--- config.mk ---
export PLATFORM = sky130hd
export DESIGN_NAME = cam_yuv_packer_flat
export DESIGN_NICKNAME = d
export VERILOG_FILES = /design/src/rtl/cam_yuv_packer_pkg.sv /design/src/rtl/cam_yuv_packer_if.sv /design/src/rtl/cam_yuv_packer_sync_edge.sv /design/src/rtl/cam_yuv_packer.sv /design/src/flat_wrapper.sv
export SDC_FILE = /design/constraint.sdc
export NUM_CORES = 1
export LEC_CHECK = 0
export ABC_AREA = 1
export CAP_MARGIN = 40
export CELL_PAD_IN_SITES_DETAIL_PLACEMENT = 1
export CELL_PAD_IN_SITES_GLOBAL_PLACEMENT = 2
export CORE_MARGIN = 2
export CORE_UTILIZATION = 33
export DETAILED_ROUTE_END_ITERATION = 8
export PLACE_DENSITY_LB_ADDON = 0.15
export SYNTH_ARGS = -nofsm -noshare
export SYNTH_HDL_FRONTEND = slang
export SYNTH_HIERARCHICAL = 1
export SYNTH_SLANG_ARGS = --single-unit
--- constraint.sdc ---
create_clock -name clk -period 3.1 [get_ports clk]
set_clock_uncertainty 0.2 [all_clocks]
set_input_delay 0.62 -clock clk [delete_from_list [all_inputs] [get_ports clk]]
set_output_delay 0.62 -clock clk [all_outputs]
set_load 0.01 [all_outputs]
--- src/rtl/cam_yuv_packer_pkg.sv ---
// rtl/cam_yuv_packer_pkg.sv - shared phase/state encodings and default geometry
package cam_yuv_packer_pkg;

  localparam int DEF_H_PAIRS = 320;
  localparam int DEF_V_LINES = 480;

  localparam logic [1:0] PH_U  = 2'd0;
  localparam logic [1:0] PH_Y1 = 2'd1;
  localparam logic [1:0] PH_V  = 2'd2;
  localparam logic [1:0] PH_Y2 = 2'd3;

  typedef enum logic [1:0] {
    ST_IDLE   = 2'd0,
    ST_ARMED  = 2'd1,
    ST_ACTIVE = 2'd2
  } state_e;

endpackage

--- src/rtl/cam_yuv_packer_if.sv ---
// rtl/cam_yuv_packer_if.sv - camera byte stream in, packed UYVY quad out
interface cam_yuv_packer_if;
  logic [7:0] camdata;
  logic       href;
  logic       vsync;
  logic [7:0] u;
  logic [7:0] v;
  logic [7:0] y1;
  logic [7:0] y2;
  logic       pixvalid;
  logic       framestart;
  logic       linestart;

  modport master (
    output camdata, href, vsync,
    input  u, v, y1, y2, pixvalid, framestart, linestart
  );

  modport slave (
    input  camdata, href, vsync,
    output u, v, y1, y2, pixvalid, framestart, linestart
  );
endinterface

--- src/rtl/cam_yuv_packer_sync_edge.sv ---
// rtl/cam_yuv_packer_sync_edge.sv - cam_sync_edge: HREF/VSYNC edge strobes
module cam_sync_edge (
  input  logic clk,
  input  logic rst,
  input  logic href,
  input  logic vsync,
  output logic href_rise,
  output logic href_fall,
  output logic vsync_rise,
  output logic vsync_fall
);

  logic href_q, href_d;
  logic vsync_q, vsync_d;

  always_comb begin
    href_d  = href;
    vsync_d = vsync;
  end

  always_ff @(posedge clk or posedge rst) begin
    if (rst) begin
      href_q  <= 1'b0;
      vsync_q <= 1'b0;
    end else begin
      href_q  <= href_d;
      vsync_q <= vsync_d;
    end
  end

  assign href_rise  = href & ~href_q;
  assign href_fall  = ~href & href_q;
  assign vsync_rise = vsync & ~vsync_q;
  assign vsync_fall = ~vsync & vsync_q;

endmodule

--- src/rtl/cam_yuv_packer.sv ---
// rtl/cam_yuv_packer.sv - UYVY byte stream to quad packer; CAM_YUV_PACKER_CHECK_EN adds framing checks
module cam_yuv_packer
  import cam_yuv_packer_pkg::*;
#(
  parameter int H_PAIRS = DEF_H_PAIRS,
  parameter int V_LINES = DEF_V_LINES
) (
  input  logic             clk,
  input  logic             rst,
  cam_yuv_packer_if.slave  bus,
  input  logic             errclr,
  output logic             err
);

  localparam int PW = $clog2(H_PAIRS + 1);
  localparam int LW = $clog2(V_LINES + 1);

  state_e     state_q, state_d;
  logic [1:0] phase_q, phase_d;
  logic [PW-1:0] pair_q, pair_d;
  logic [LW-1:0] line_q, line_d;
  logic [7:0] u_h_q, u_h_d, y1_h_q, y1_h_d, v_h_q, v_h_d;
  logic [7:0] u_q, u_d, y1_q, y1_d, v_q, v_d, y2_q, y2_d;
  logic       pixvalid_q, pixvalid_d, fs_q, fs_d, ls_q, ls_d;
  logic       href_rise, href_fall, vsync_rise, vsync_fall;
  logic       sample, arm;

  cam_sync_edge u_sync (
    .clk        (clk),
    .rst        (rst),
    .href       (bus.href),
    .vsync      (bus.vsync),
    .href_rise  (href_rise),
    .href_fall  (href_fall),
    .vsync_rise (vsync_rise),
    .vsync_fall (vsync_fall)
  );

  assign sample = (state_q != ST_IDLE) && bus.href && !bus.vsync;
  assign arm    = (state_q == ST_IDLE) && vsync_fall;

  always_comb begin
    state_d = state_q;
    if (bus.vsync) begin
      state_d = ST_IDLE;
    end else begin
      case (state_q)
        ST_IDLE:  if (vsync_fall) state_d = ST_ARMED;
        ST_ARMED: if (bus.href)   state_d = ST_ACTIVE;
        default:  state_d = state_q;
      endcase
    end
  end

  always_comb begin
    phase_d    = phase_q;
    pair_d     = pair_q;
    line_d     = line_q;
    u_h_d      = u_h_q;
    y1_h_d     = y1_h_q;
    v_h_d      = v_h_q;
    u_d        = u_q;
    y1_d       = y1_q;
    v_d        = v_q;
    y2_d       = y2_q;
    pixvalid_d = 1'b0;
    fs_d       = 1'b0;
    ls_d       = 1'b0;

    // VSYNC and the end of a line both throw away any partial quad
    if (bus.vsync || href_fall) begin
      phase_d = PH_U;
    end else if (sample) begin
      phase_d = phase_q + 2'd1;
    end

    if (sample) begin
      case (phase_q)
        PH_U:    u_h_d  = bus.camdata;
        PH_Y1:   y1_h_d = bus.camdata;
        PH_V:    v_h_d  = bus.camdata;
        default: begin
          u_d        = u_h_q;
          y1_d       = y1_h_q;
          v_d        = v_h_q;
          y2_d       = bus.camdata;
          pixvalid_d = 1'b1;
          ls_d       = (pair_q == '0);
          fs_d       = (pair_q == '0) && (line_q == '0);
          if (pair_q != PW'(H_PAIRS)) pair_d = pair_q + PW'(1);
        end
      endcase
    end

    if (href_fall) begin
      pair_d = '0;
      if (state_q != ST_IDLE && line_q != LW'(V_LINES)) line_d = line_q + LW'(1);
    end

    if (arm) begin
      pair_d = '0;
      line_d = '0;
    end
  end

  always_ff @(posedge clk or posedge rst) begin
    if (rst) begin
      state_q    <= ST_IDLE;
      phase_q    <= PH_U;
      pair_q     <= '0;
      line_q     <= '0;
      u_h_q      <= '0;
      y1_h_q     <= '0;
      v_h_q      <= '0;
      u_q        <= '0;
      y1_q       <= '0;
      v_q        <= '0;
      y2_q       <= '0;
      pixvalid_q <= 1'b0;
      fs_q       <= 1'b0;
      ls_q       <= 1'b0;
    end else begin
      state_q    <= state_d;
      phase_q    <= phase_d;
      pair_q     <= pair_d;
      line_q     <= line_d;
      u_h_q      <= u_h_d;
      y1_h_q     <= y1_h_d;
      v_h_q      <= v_h_d;
      u_q        <= u_d;
      y1_q       <= y1_d;
      v_q        <= v_d;
      y2_q       <= y2_d;
      pixvalid_q <= pixvalid_d;
      fs_q       <= fs_d;
      ls_q       <= ls_d;
    end
  end

  assign bus.u          = u_q;
  assign bus.y1         = y1_q;
  assign bus.v          = v_q;
  assign bus.y2         = y2_q;
  assign bus.pixvalid   = pixvalid_q;
  assign bus.framestart = fs_q;
  assign bus.linestart  = ls_q;

`ifdef CAM_YUV_PACKER_CHECK_EN
  logic err_q, err_d, err_set;
  logic unused_href_rise;

  assign unused_href_rise = href_rise;

  // Set wins over a same-cycle clear so no framing error is ever lost
  always_comb begin
    err_set = ((state_q != ST_IDLE) && href_fall &&
               ((phase_q != PH_U) || (pair_q != PW'(H_PAIRS)))) ||
              ((state_q == ST_ACTIVE) && vsync_rise && (line_q != LW'(V_LINES)));
    err_d   = err_set | (err_q & ~errclr);
  end

  always_ff @(posedge clk or posedge rst) begin
    if (rst) err_q <= 1'b0;
    else     err_q <= err_d;
  end

  assign err = err_q;
`else
  logic unused_inputs;

  assign unused_inputs = href_rise ^ vsync_rise ^ errclr;
  assign err = 1'b0;
`endif

endmodule

--- src/flat_wrapper.sv ---
// flat-port wrapper written by rule: the top's interface ports become plain ports
module cam_yuv_packer_flat import cam_yuv_packer_pkg::*;
#(
  parameter int H_PAIRS = DEF_H_PAIRS,
  parameter int V_LINES = DEF_V_LINES
)
  (clk, rst, errclr, err, bus_camdata, bus_href, bus_vsync, bus_u, bus_v, bus_y1, bus_y2, bus_pixvalid, bus_framestart, bus_linestart);
  cam_yuv_packer_if bus_i ();
  input  logic clk;
  input  logic rst;
  input  logic errclr;
  output logic err;
  input wire logic [$bits(bus_i.camdata)-1:0] bus_camdata;
  input wire logic [$bits(bus_i.href)-1:0] bus_href;
  input wire logic [$bits(bus_i.vsync)-1:0] bus_vsync;
  output wire logic [$bits(bus_i.u)-1:0] bus_u;
  output wire logic [$bits(bus_i.v)-1:0] bus_v;
  output wire logic [$bits(bus_i.y1)-1:0] bus_y1;
  output wire logic [$bits(bus_i.y2)-1:0] bus_y2;
  output wire logic [$bits(bus_i.pixvalid)-1:0] bus_pixvalid;
  output wire logic [$bits(bus_i.framestart)-1:0] bus_framestart;
  output wire logic [$bits(bus_i.linestart)-1:0] bus_linestart;
  assign bus_i.camdata = bus_camdata;
  assign bus_i.href = bus_href;
  assign bus_i.vsync = bus_vsync;
  assign bus_u = bus_i.u;
  assign bus_v = bus_i.v;
  assign bus_y1 = bus_i.y1;
  assign bus_y2 = bus_i.y2;
  assign bus_pixvalid = bus_i.pixvalid;
  assign bus_framestart = bus_i.framestart;
  assign bus_linestart = bus_i.linestart;
  cam_yuv_packer #(.H_PAIRS(H_PAIRS), .V_LINES(V_LINES)) u_core (.clk(clk), .rst(rst), .bus(bus_i), .errclr(errclr), .err(err));
endmodule
# Yosys cells after proc, flatten, opt, wreduce, memory -nomap -nowiden

Cells that the tools add are included.

Register bits after elaboration: 83
Input bits: 13
Output and inout bits: 36
Logic and storage cells: 78

Add/sub/neg operators: 3
Equal/unequal tests: 8
Muxes and demuxes: 20
Bitwise gates (word level): 5
Reduce and logical (&&, ||, !) cells: 26

Operators with widths:

| cell                | count |
|---|---|
| $mux 9              | 8 |
| $add 9x1->9 const B | 2 |
| $logic_not 9->1     | 2 |
| $ne 9x9->1 const B  | 2 |
| $mux 2              | 5 |
| $reduce_and 2->1    | 5 |
| $reduce_bool 3->1   | 3 |
| $reduce_bool 2->1   | 4 |
| $mux 1              | 6 |
| $reduce_and 3->1    | 2 |
| $logic_and 1x1->1   | 5 |
| $eq 2x1->1 const B  | 2 |
| $logic_not 2->1     | 2 |
| $pmux 2 s2          | 1 |
| $ne 3x1->1 const B  | 1 |
| $ne 3x2->1 const B  | 1 |
| $ne 3x3->1 const B  | 1 |
| $not 1->1           | 3 |
| $reduce_or 3->1     | 1 |
| $add 2x1->2 const B | 1 |
| $and 1x1->1         | 2 |
| $eq 2x2->1 const B  | 1 |
| $logic_not 1->1     | 1 |
| $logic_or 1x1->1    | 1 |

# Longest topological paths before layout

Gate-level depths: netlist of the first run.

Word-level depth: 6
Gate-level depth with buffers: 9
Depth with buffers taken out: 9

# Hierarchy

The synthesis of the first run kept the hierarchy.

By module, submodules not included:

| module         | instances | cells each | area each (sq um) | sequential area each (sq um) |
|---|---|---|---|---|
| cam_yuv_packer | 1         | 439        | 3,692.3           | 2,026.9 |
| cam_sync_edge  | 1         | 11         | 83.8              | 50.0 |

# Worst setup path after synthesis of the first run

No wires, ideal clock.

Kind: in2reg
From: in bus_href
To: reg u_core.line_q[4]
Library setup time: 0.121 ns
Arrival time: 1.452 ns
Path slack: 1.327 ns
Stages: 7
Buffers on the path: 1
Cell sequence: nor2_1 inv_2 nor2_1 nand2_1 buf_6 nand3_1 o21ai_1

Word-level cells in the longest chain between the ends: 4

RTL lines:

| item                               | line                           | text |
|---|---|---|
| start: declaration                 | flat_wrapper.sv:14             | `input wire logic [$bits(bus_i.href)-1:0] bus_href;` |
| $not 1->1                          | cam_yuv_packer_sync_edge.sv:32 | `assign href_fall = ~href & href_q;` |
| $and 1x1->1                        | cam_yuv_packer_sync_edge.sv:32 |  |
| $reduce_bool 2->1 (no source line) | -                              |  |
| $reduce_and 2->1 (no source line)  | -                              |  |
| end signal: assignment             | cam_yuv_packer.sv:126          | `line_q <= line_d;` |
| end: declaration                   | cam_yuv_packer.sv:21           | `logic [LW-1:0] line_q, line_d;` |

No other way between the ends.
A chain may end at the register's enable or synchronous reset.

# Worst setup path after layout of the first run

From: in bus_href
To: reg u_core.line_q[7]

Word-level cells in the longest chain between the ends: 4

RTL lines:

| item                               | line                           | text |
|---|---|---|
| $not 1->1                          | cam_yuv_packer_sync_edge.sv:32 |  |
| $and 1x1->1                        | cam_yuv_packer_sync_edge.sv:32 |  |
| named net u_core.href_fall         | cam_yuv_packer.sv:25           | `logic href_rise, href_fall, vsync_rise, vsync_fall;` |
| $reduce_bool 2->1 (no source line) | -                              |  |
| $reduce_and 2->1 (no source line)  | -                              |  |

The timed path passes the listed nets, and every way through them passes these cells.

==> flow_summary.rst, run 1 <==
.. list-table::
   :header-rows: 1

   * - Metric
     - Value
   * - Type of origin of the critical path
     - input pin
   * - Syn Std Cell Area
     - ~3800 um^2
   * - Number of resized instances in the post-cts repair step
     - 0
   * - Total DRC errors in the routed layout
     - 0
   * - Maximum level of the CTS H-tree
     - 3
   * - Fin crit share
     - about four fifths
   * - Detailed-route wire length
     - 9180 um
   * - Minimum setup slack among reg-to-reg paths
     - between 1000 and 1500 ps
   * - Quantity of I/O buffers inserted on ports
     - between 40 and 50
   * - Peak VDD IR
     - slightly above 200 uV
   * - Average footprint of a synthesized cell
     - between 8 and 9 um^2
   * - Antenna cells
     - 0
   * - Share of post-route cells with drive strength above 1
     - 7.98%
   * - Die outline width
     - roughly 110 um
   * - Max cap viols
     - 0
   * - Number of placed I/O pins
     - 49
   * - WP data required
     - 3170 ps
   * - Initial core utilization
     - ~34%
   * - CP Class
     - input pin to register
   * - Average wire per cell in the routed design
     - between 10 and 15 um
   * - Number of optimization iterations in the first detailed-route pass
     - 4
   * - Number of global-route vias before repair
     - 3204
   * - First DRT Iteration DRCs
     - around 100
   * - Die Outline Area
     - about 12000 um^2
   * - Post CTS Setup Buffer Count
     - 0
   * - Arrival time of the worst setup path
     - about 2600 ps
   * - Wire length of the first global-routing pass
     - between 15000 and 20000 um
   * - Initial antenna violation count
     - 0
   * - Maximum fanout along the worst path
     - 11
   * - Placer Congestion
     - 0.785
   * - Minimum period implied by the final worst setup slack
     - between 2000 and 3000 ps
   * - Overall routing resource usage
     - between 10% and 20%
   * - Routed via count
     - a little over 3000
   * - Num CTS Buffers
     - 9
   * - Clock transition time at the flip-flop clock pins of the worst setup and hold paths
     - approximately 60 ps
   * - Clock tree from TritonCTS
     - built
   * - Final number of setup-violating endpoints
     - 0
   * - Largest net degree at the start of global routing
     - 82
   * - Power density normalized to cell area
     - 499 nW/um^2
   * - Clock net sink count
     - 83
   * - Number of placement rows
     - 38
   * - Leak Pwr
     - 2.35 nW
   * - Synthesis Warnings
     - 6
   * - Average vias per placed instance
     - roughly 4.7
   * - Outcome
     - finished clean
   * - Placed wire-length estimate after detailed placement
     - around 6500 um
   * - Maximum operating frequency
     - 0.398 GHz
   * - Setup_tns
     - 0 ps
   * - Clk Latency, worst-skew pair
     - ~340 ps
   * - Final ANT Viol Nets
     - 0
   * - Leftover overflow at the end of global routing
     - 0
   * - End-of-flow core utilization
     - approximately 42%
   * - Unrepaired setup endpoints after global routing
     - false
   * - Area Growth Syn to Fin
     - 23.2%
   * - Final max-slew violation count
     - 0
   * - Core ar.
     - between 10000 and 15000 um^2
   * - Post-Syn Instances
     - 446
   * - Buffer levels on the longest clock path
     - 2
   * - Count of nets after finishing
     - about 520
   * - Net Count, Synth
     - between 400 and 500
   * - Hold Crit Class
     - register to register
   * - Count of final hold-check violations
     - 0
   * - Vert. Die Dim
     - around 110 um
   * - Root buffer cell
     - clkbuf_16
   * - Hold buffer count at CTS
     - 0
   * - Worst Setup End Kind
     - register
## per-stage QoR
stage	hold WS, ps	total power, mW	instances	cell area, um^2	setup WS (ps)
detailed placement	260	1.36	625	4360	208
global placement	255	1.35	625	4360	276
CTS	275	2.36	641	4630	553
global route	305	2.44	641	4630	353
floorplan	161	1.30	446	3760	200
finish	270	2.31	641	4630	586
## critical path, stage by stage
cell and delay (ps):
clkdlybuf4s50_1 500, nor2_1 310, inv_2 130, nor2_1 260, nand2_1 330, nand2_1 280
nand2_1 90, nand2_1 60
## cell usage in the layout (no fill, tap or decap)
cell and n:
nand2_2 4, buf_4 4, nor2_4 2, clkbuf_1 2, nand3_1 22, a21oi_1 1, clkdlybuf4s50_1 46, nor3_1 9
clkinv_4 2, buf_12 1, ha_1 8, inv_6 1, o21ai_0 11, o21ai_2 4, nor4_1 1, nand3_4 1
nor2_8 1, inv_1 32, o21ai_1 21, nand3b_1 2, clkbuf_16 9, dfrtp_1 83, nor2_2 2, clkinv_2 3
o22ai_1 1, xor2_1 1, conb_1 1, nand4_1 7, clkinvlp_4 1, xnor2_1 1, nand2_1 184, nor2_1 26
o21bai_1 1, inv_2 5, nor3b_1 1
## final timing paths
check                                 start                    end  cells past startpoint
min in group asynchronous               rst  u_core/u_sync/vsync_q                      2
min                         u_core/u_h_q[1]        u_core/bus.u[1]                      2
min reg2reg                 u_core/u_h_q[1]        u_core/bus.u[1]                      2
max                                bus_href       u_core/line_q[7]                      8
max reg2reg                u_core/line_q[0]       u_core/line_q[7]                      9
max in group asynchronous               rst       u_core/pair_q[1]                      3
## sequential cells by signal, indices dropped and copies added (netlist names), 8 cells and up
register and count:
u_core/y1_h_q 8, u_core/bus.y1 8, u_core/bus.y2 8, u_core/u_h_q 8, u_core/bus.v 8, u_core/pair_q 9, u_core/line_q 9, u_core/bus.u 8
u_core/v_h_q 8
## report_power, final
| group | internal (mW) | total [mW] | switching, mW |
|---|---|---|---|
| registers | 1.14 | 1.17 | 0.0317 |
| logic | 0.0587 | 0.165 | 0.106 |
| clock network | 0.547 | 0.979 | 0.432 |
| total | 1.74 | 2.31 | 0.569 |
## layout make-up
class	count	area, um^2
clock buffers	11	233
repair buffers	51	510
flip-flops and latches	83	2080
inverters	39	149
multi-input cells	312	1450
well taps	140	175
clock inverters	5	38.8
fillers	1321	6350
## per-layer routing
layer	up-vias	GRT usage [%]	share of wire (%)
met5	-	0	0
met4	0	6.25	1.7
met3	11	2.84	3.0
li1	1510	-	-
met2	39	25.1	45
met1	1477	22.6	50
No activity file was read; power rests on OpenSTA's default activity.
==> inputs of run 2 (changes only) <==
- clock period: 3.1 -> 2.55 ns (I/O delays scaled with it)
==> flow_summary.rst, run 2 (same netlist as run 1, synthesis figures left out) <==
.. list-table::
   :header-rows: 1

   * - Metric
     - Value
   * - Core ar.
     - 11000 um^2
   * - Final number of setup-violating endpoints
     - 0
   * - End-of-flow core utilization
     - approximately 43%
   * - Root buffer cell
     - clkbuf_16
   * - Design area
     - approximately 4700 um^2
   * - Initial antenna violation count
     - 0
   * - Clock net sink count
     - just over 80
   * - Wire length of the first global-routing pass
     - 16200 um
   * - Power density normalized to cell area
     - around 620 nW/um^2
   * - Most common library cell in the layout ignoring fill and taps
     - nand2_1
   * - Maximum operating frequency
     - between 0.4 and 0.5 GHz
   * - Overall routing resource usage
     - roughly 16%
   * - Worst Setup End Kind
     - register
   * - Placer Congestion
     - around 0.76
   * - Number of resized instances in the post-cts repair step
     - 0
   * - Average vias per placed instance
     - ~4.7
   * - Outcome
     - finished clean
   * - Register-to-Register Path Depth
     - 9
   * - Share of post-route cells with drive strength above 1
     - under 10%
   * - Fin crit share
     - 78.6%
   * - WP data required
     - about 2600 ps
   * - Type of origin of the critical path
     - input pin
   * - Placed wire-length estimate after detailed placement
     - about 6600 um
   * - Minimum period implied by the final worst setup slack
     - 2010 ps
   * - Clk Latency, worst-skew pair
     - between 300 and 400 ps
   * - Arrival time of the worst setup path
     - slightly above 2000 ps
   * - Buffer levels on the longest clock path
     - 2
   * - Die outline width
     - between 100 and 150 um
   * - Initial core utilization
     - between 30 and 40%
   * - Clock tree from TritonCTS
     - built
   * - Largest net degree at the start of global routing
     - 34
   * - Final worst slack
     - between 500 and 600 ps
   * - Unrepaired setup endpoints after global routing
     - false
   * - Number of optimization iterations in the first detailed-route pass
     - 5
   * - Number of placement rows
     - 38
   * - Stage delay of the slowest cell on the critical path
     - 520 ps
   * - Count of nets after finishing
     - about 520
   * - Num CTS Buffers
     - 9
   * - Post CTS Setup Buffer Count
     - 0
   * - CP Class
     - input pin to register
   * - Leftover overflow at the end of global routing
     - 0
   * - Registers with the most flip-flops
     - u_core/line_q (9), u_core/pair_q (9)
   * - Max cap viols
     - 0
   * - Commonest non-fill, non-tap cells in the layout
     - nand2_1, dfrtp_1, clkdlybuf4s50_1
   * - Total DRC errors in the routed layout
     - 0
   * - Routed via count
     - 3028
   * - Vert. Die Dim
     - ~110 um
   * - First DRT Iteration DRCs
     - between 100 and 150
   * - Clock transition time at the flip-flop clock pins of the worst setup and hold paths
     - roughly 60 ps
   * - Maximum level of the CTS H-tree
     - 3
   * - Hold Crit Class
     - input pin to asynchronous set/reset pin
   * - Peak VDD IR
     - around 320 uV
   * - Quantity of I/O buffers inserted on ports
     - 46
   * - Overall Power
     - roughly 2.9 mW
   * - Antenna cells
     - 0
   * - Maximum fanout along the worst path
     - 6
   * - Final ANT Viol Nets
     - 0
   * - Die Outline Area
     - 12300 um^2
   * - Pre-CTS setup slack
     - ~200 ps
   * - Cell with the most instances on the worst path
     - nand2_1
   * - Final max-slew violation count
     - 0
   * - Average wire per cell in the routed design
     - roughly 14 um
   * - Fill cells
     - 1316
   * - Post-placement cell area
     - roughly 4400 um^2
   * - Slowest cell on crit path
     - clkdlybuf4s50_1
   * - Worst path cell trace
     - clkdlybuf4s50_1 > nor2_1 > inv_2 > nor2_1 > nand2_1 > nand2_1 > nand2_1 > nand2_1
   * - Leak Pwr
     - around 2.4 nW
   * - Hold buffer count at CTS
     - 0
   * - Setup_tns
     - 0 ps
   * - Number of placed I/O pins
     - 49
   * - Count of final hold-check violations
     - 0
   * - Detailed-route wire length
     - 9230 um
   * - Number of global-route vias before repair
     - 3220
   * - Area Growth Syn to Fin
     - 24.9%
==> run 2: cell types whose count changed in the layout (fill, tap and decap cells not counted) <==
cell,previous run,this run
clkinvlp_4,1,3
bufinv_16,0,1
clkinv_4,2,1
buf_12,1,0
clkinv_2,3,1
buf_4,4,12
==> run 2: report_power, final <==
part / internal (mW) / total [mW] / switching [mW] / leakage (nW)
registers: 1.38 / 1.42 / 0.0402 / 1.14
logic: 0.0738 / 0.205 / 0.131 / 1.11
clock network: 0.765 / 1.30 / 0.534 / 0.136
==> run 2: critical path, delay by kind of cell <==
family | cells | cell delay [ps]
buffers and inverters | 2 | 570
and+or+nand+nor | 6 | 1000
==> run 2: final cells by class <==
cell class	count	area, um^2	area share [%]
clock inverter	5	62.6	1.33
timing repair buffer	58	551	11.7
clock buffer	11	233	4.95
multi-input combinational	312	1450	30.8
sequential	83	2080	44.2
inverter	39	151	3.22
tap	140	175	3.73
==> run 2: path summary, 6_finish.rpt <==
path	startpoint	to	slack [ps]
min in group clk	u_core/v_h_q[0]	u_core/bus.v[0]	270
hold reg to reg	u_core/v_h_q[0]	u_core/bus.v[0]	270
setup / recovery	bus_href	u_core/line_q[8]	540
setup reg to reg	u_core/line_q[0]	u_core/line_q[8]	600
max in group asynchronous	rst	u_core/v_h_q[0]	1250
hold / removal	rst	u_core/u_sync/href_q	210
==> run 2: routing by layer <==
| layer | vias up | wire [um] | global-route usage [%] |
|---|---|---|---|
| met5 | - | 0 | 0 |
| met4 | 0 | 139 | 6.00 |
| met3 | 11 | 241 | 2.79 |
| met2 | 45 | 4120 | 24.8 |
| met1 | 1458 | 4730 | 23.2 |
| li1 | 1514 | - | - |
==> run 2: per-stage QoR <==
| stage | hold WS, ps | instances |
|---|---|---|
| 2_1_floorplan | 51.2 | 446 |
| 3_5_place_dp | 255 | 632 |
| 4_1_cts | 198 | 648 |
| 5_1_grt | 210 | 648 |
| 3_3_place_gp | 253 | 632 |
| 6_report | 207 | 648 |
==> inputs of run 3 (changes only) <==
- clock period: 2.55 -> 2.1 ns (I/O delays scaled with it)
==> flow_summary.rst, run 3 (same netlist as run 1, synthesis figures left out) <==
.. list-table::
   :header-rows: 1

   * - Metric
     - Value
   * - Outcome
     - finished clean
   * - Minimum period implied by the final worst setup slack
     - 1890 ps
   * - Initial core utilization
     - about a third
   * - Final number of setup-violating endpoints
     - 0
   * - Quantity of I/O buffers inserted on ports
     - 46
   * - Final ANT Viol Nets
     - 0
   * - Overall routing resource usage
     - roughly 16%
   * - Fin crit share
     - 89.8%
   * - CP Class
     - register to output port
   * - Root buffer cell
     - clkbuf_16
   * - WP data required
     - 1480 ps
   * - Wire length of the first global-routing pass
     - 16000 um
   * - Leak Pwr
     - between 2 and 2.5 nW
   * - Die Outline Area
     - 12300 um^2
   * - Kind of cell adding the most delay to the critical path
     - buffers and inverters
   * - Maximum level of the CTS H-tree
     - 3
   * - Arrival time of the worst setup path
     - approximately 1300 ps
   * - Area Growth Syn to Fin
     - 26.6%
   * - Cell count after placement
     - 637
   * - Initial antenna violation count
     - 0
   * - Buffer and inverter count on the worst path
     - 1
   * - Clock net sink count
     - a little over 80
   * - Number of placed I/O pins
     - just under 50
   * - Power density normalized to cell area
     - around 750 nW/um^2
   * - Total stage count of the critical path
     - 1
   * - Final worst slack
     - roughly 210 ps
   * - Number of resized instances in the post-cts repair step
     - 0
   * - Share of post-route cells with drive strength above 1
     - ~10%
   * - Number of global-route vias before repair
     - ~3200
   * - Leftover overflow at the end of global routing
     - 0
   * - Largest net degree at the start of global routing
     - between 80 and 90
   * - Number of standard cells in the layout, taps in and fillers out
     - ~650
   * - Post CTS Setup Buffer Count
     - 0
   * - Worst Setup End Kind
     - output port
   * - Antenna cells
     - 0
   * - Type of origin of the critical path
     - register
   * - Register-to-Register Path Depth
     - 9
   * - Max cap viols
     - 0
   * - Maximum fanout along the worst path
     - 2
   * - Total DRC errors in the routed layout
     - 0
   * - Stage delay of the slowest cell on the critical path
     - 550 ps
   * - Placed wire-length estimate after detailed placement
     - approximately 6400 um
   * - Vert. Die Dim
     - 111 um
   * - End-of-flow core utilization
     - between 40 and 50%
   * - Overall Power
     - 3.57 mW
   * - Peak VDD IR
     - ~310 uV
   * - Clock tree from TritonCTS
     - built
   * - Average wire per cell in the routed design
     - around 14 um
   * - Clk Latency, worst-skew pair
     - 340 ps
   * - Die outline width
     - ~110 um
   * - Slowest cell on crit path
     - clkdlybuf4s50_1
   * - Hold Worst Slack
     - approximately 120 ps
   * - Unrepaired setup endpoints after global routing
     - false
   * - Registers with the most flip-flops
     - u_core/line_q (9), u_core/pair_q (9)
   * - Most common library cell in the layout ignoring fill and taps
     - nand2_1
   * - Number of optimization iterations in the first detailed-route pass
     - 4
   * - Final max-slew violation count
     - 0
   * - Routed via count
     - a little over 3000
   * - Detailed-route wire length
     - around 9200 um
   * - Buffer levels on the longest clock path
     - 2
   * - First DRT Iteration DRCs
     - 88
   * - Hold buffer count at CTS
     - 0
   * - Commonest non-fill, non-tap cells in the layout
     - nand2_1, dfrtp_1, clkdlybuf4s50_1
   * - Count of nets after finishing
     - ~530
   * - Count of final hold-check violations
     - 0
   * - Maximum operating frequency
     - ~0.53 GHz
   * - Clock transition time at the flip-flop clock pins of the worst setup and hold paths
     - ~60 ps
   * - Placer Congestion
     - ~0.77
   * - Pre-CTS setup slack
     - -49.8 ps
   * - Hold Crit Class
     - input pin to asynchronous set/reset pin
   * - Number of placement rows
     - 38
   * - Fill cells
     - approximately 1300
   * - Average vias per placed instance
     - 4.68
   * - Worst path cell trace
     - clkdlybuf4s50_1
   * - Core ar.
     - roughly 11000 um^2
   * - Num CTS Buffers
     - 9
-- run 3: cell types whose count changed in the layout (fill, tap and decap cells not counted) --
cell / previous run / this run
buf_4: 12 / 15
buf_12: 0 / 2
-- run 3: stage by stage --
stage | instance area (um^2) | TNS (ps)
CTS | 4760 | 0
global placement | 4470 | -60.9
detailed placement | 4470 | -1020
finish | 4760 | 0
floorplan | 3760 | 0
global route | 4760 | 0
-- run 3: path summary, 6_finish.rpt --
path / startpoint / to / slack [ps]
min reg2reg: u_core/y1_h_q[4] / u_core/bus.y1[4] / 270
max in group asynchronous: rst / u_core/u_h_q[0] / 950
max: u_core/bus.u[7] / bus_u[7] / 210
min: rst / u_core/u_sync/vsync_q / 120
max reg2reg: u_core/line_q[0] / u_core/line_q[5] / 240
min in group clk: u_core/y1_h_q[4] / u_core/bus.y1[4] / 270
-- run 3: cell type report --
cell class	instances	area [um^2]	share of cell area, %
repair buffers	63	613	12.9
clock inverters	5	62.6	1.31
inverters	39	151	3.18
flip-flops and latches	83	2080	43.6
multi-input cells	312	1450	30.4
well taps	140	175	3.68
clock buffers	11	233	4.89
-- run 3: layer usage --
layer	up-vias	GRT usage (%)	routed length, um
met5	-	0	0
met4	0	5.75	146
met3	9	2.57	246
met2	38	25.5	4200
met1	1484	22.4	4620
li1	1524	-	-
-- run 3: power by group --
| group | total, mW | switching (mW) | leakage (nW) | internal [mW] |
|---|---|---|---|---|
| Combinational | 0.260 | 0.160 | 1.14 | 0.101 |
| Clock | 1.58 | 0.655 | 0.136 | 0.929 |
| Sequential | 1.73 | 0.0487 | 1.14 | 1.68 |
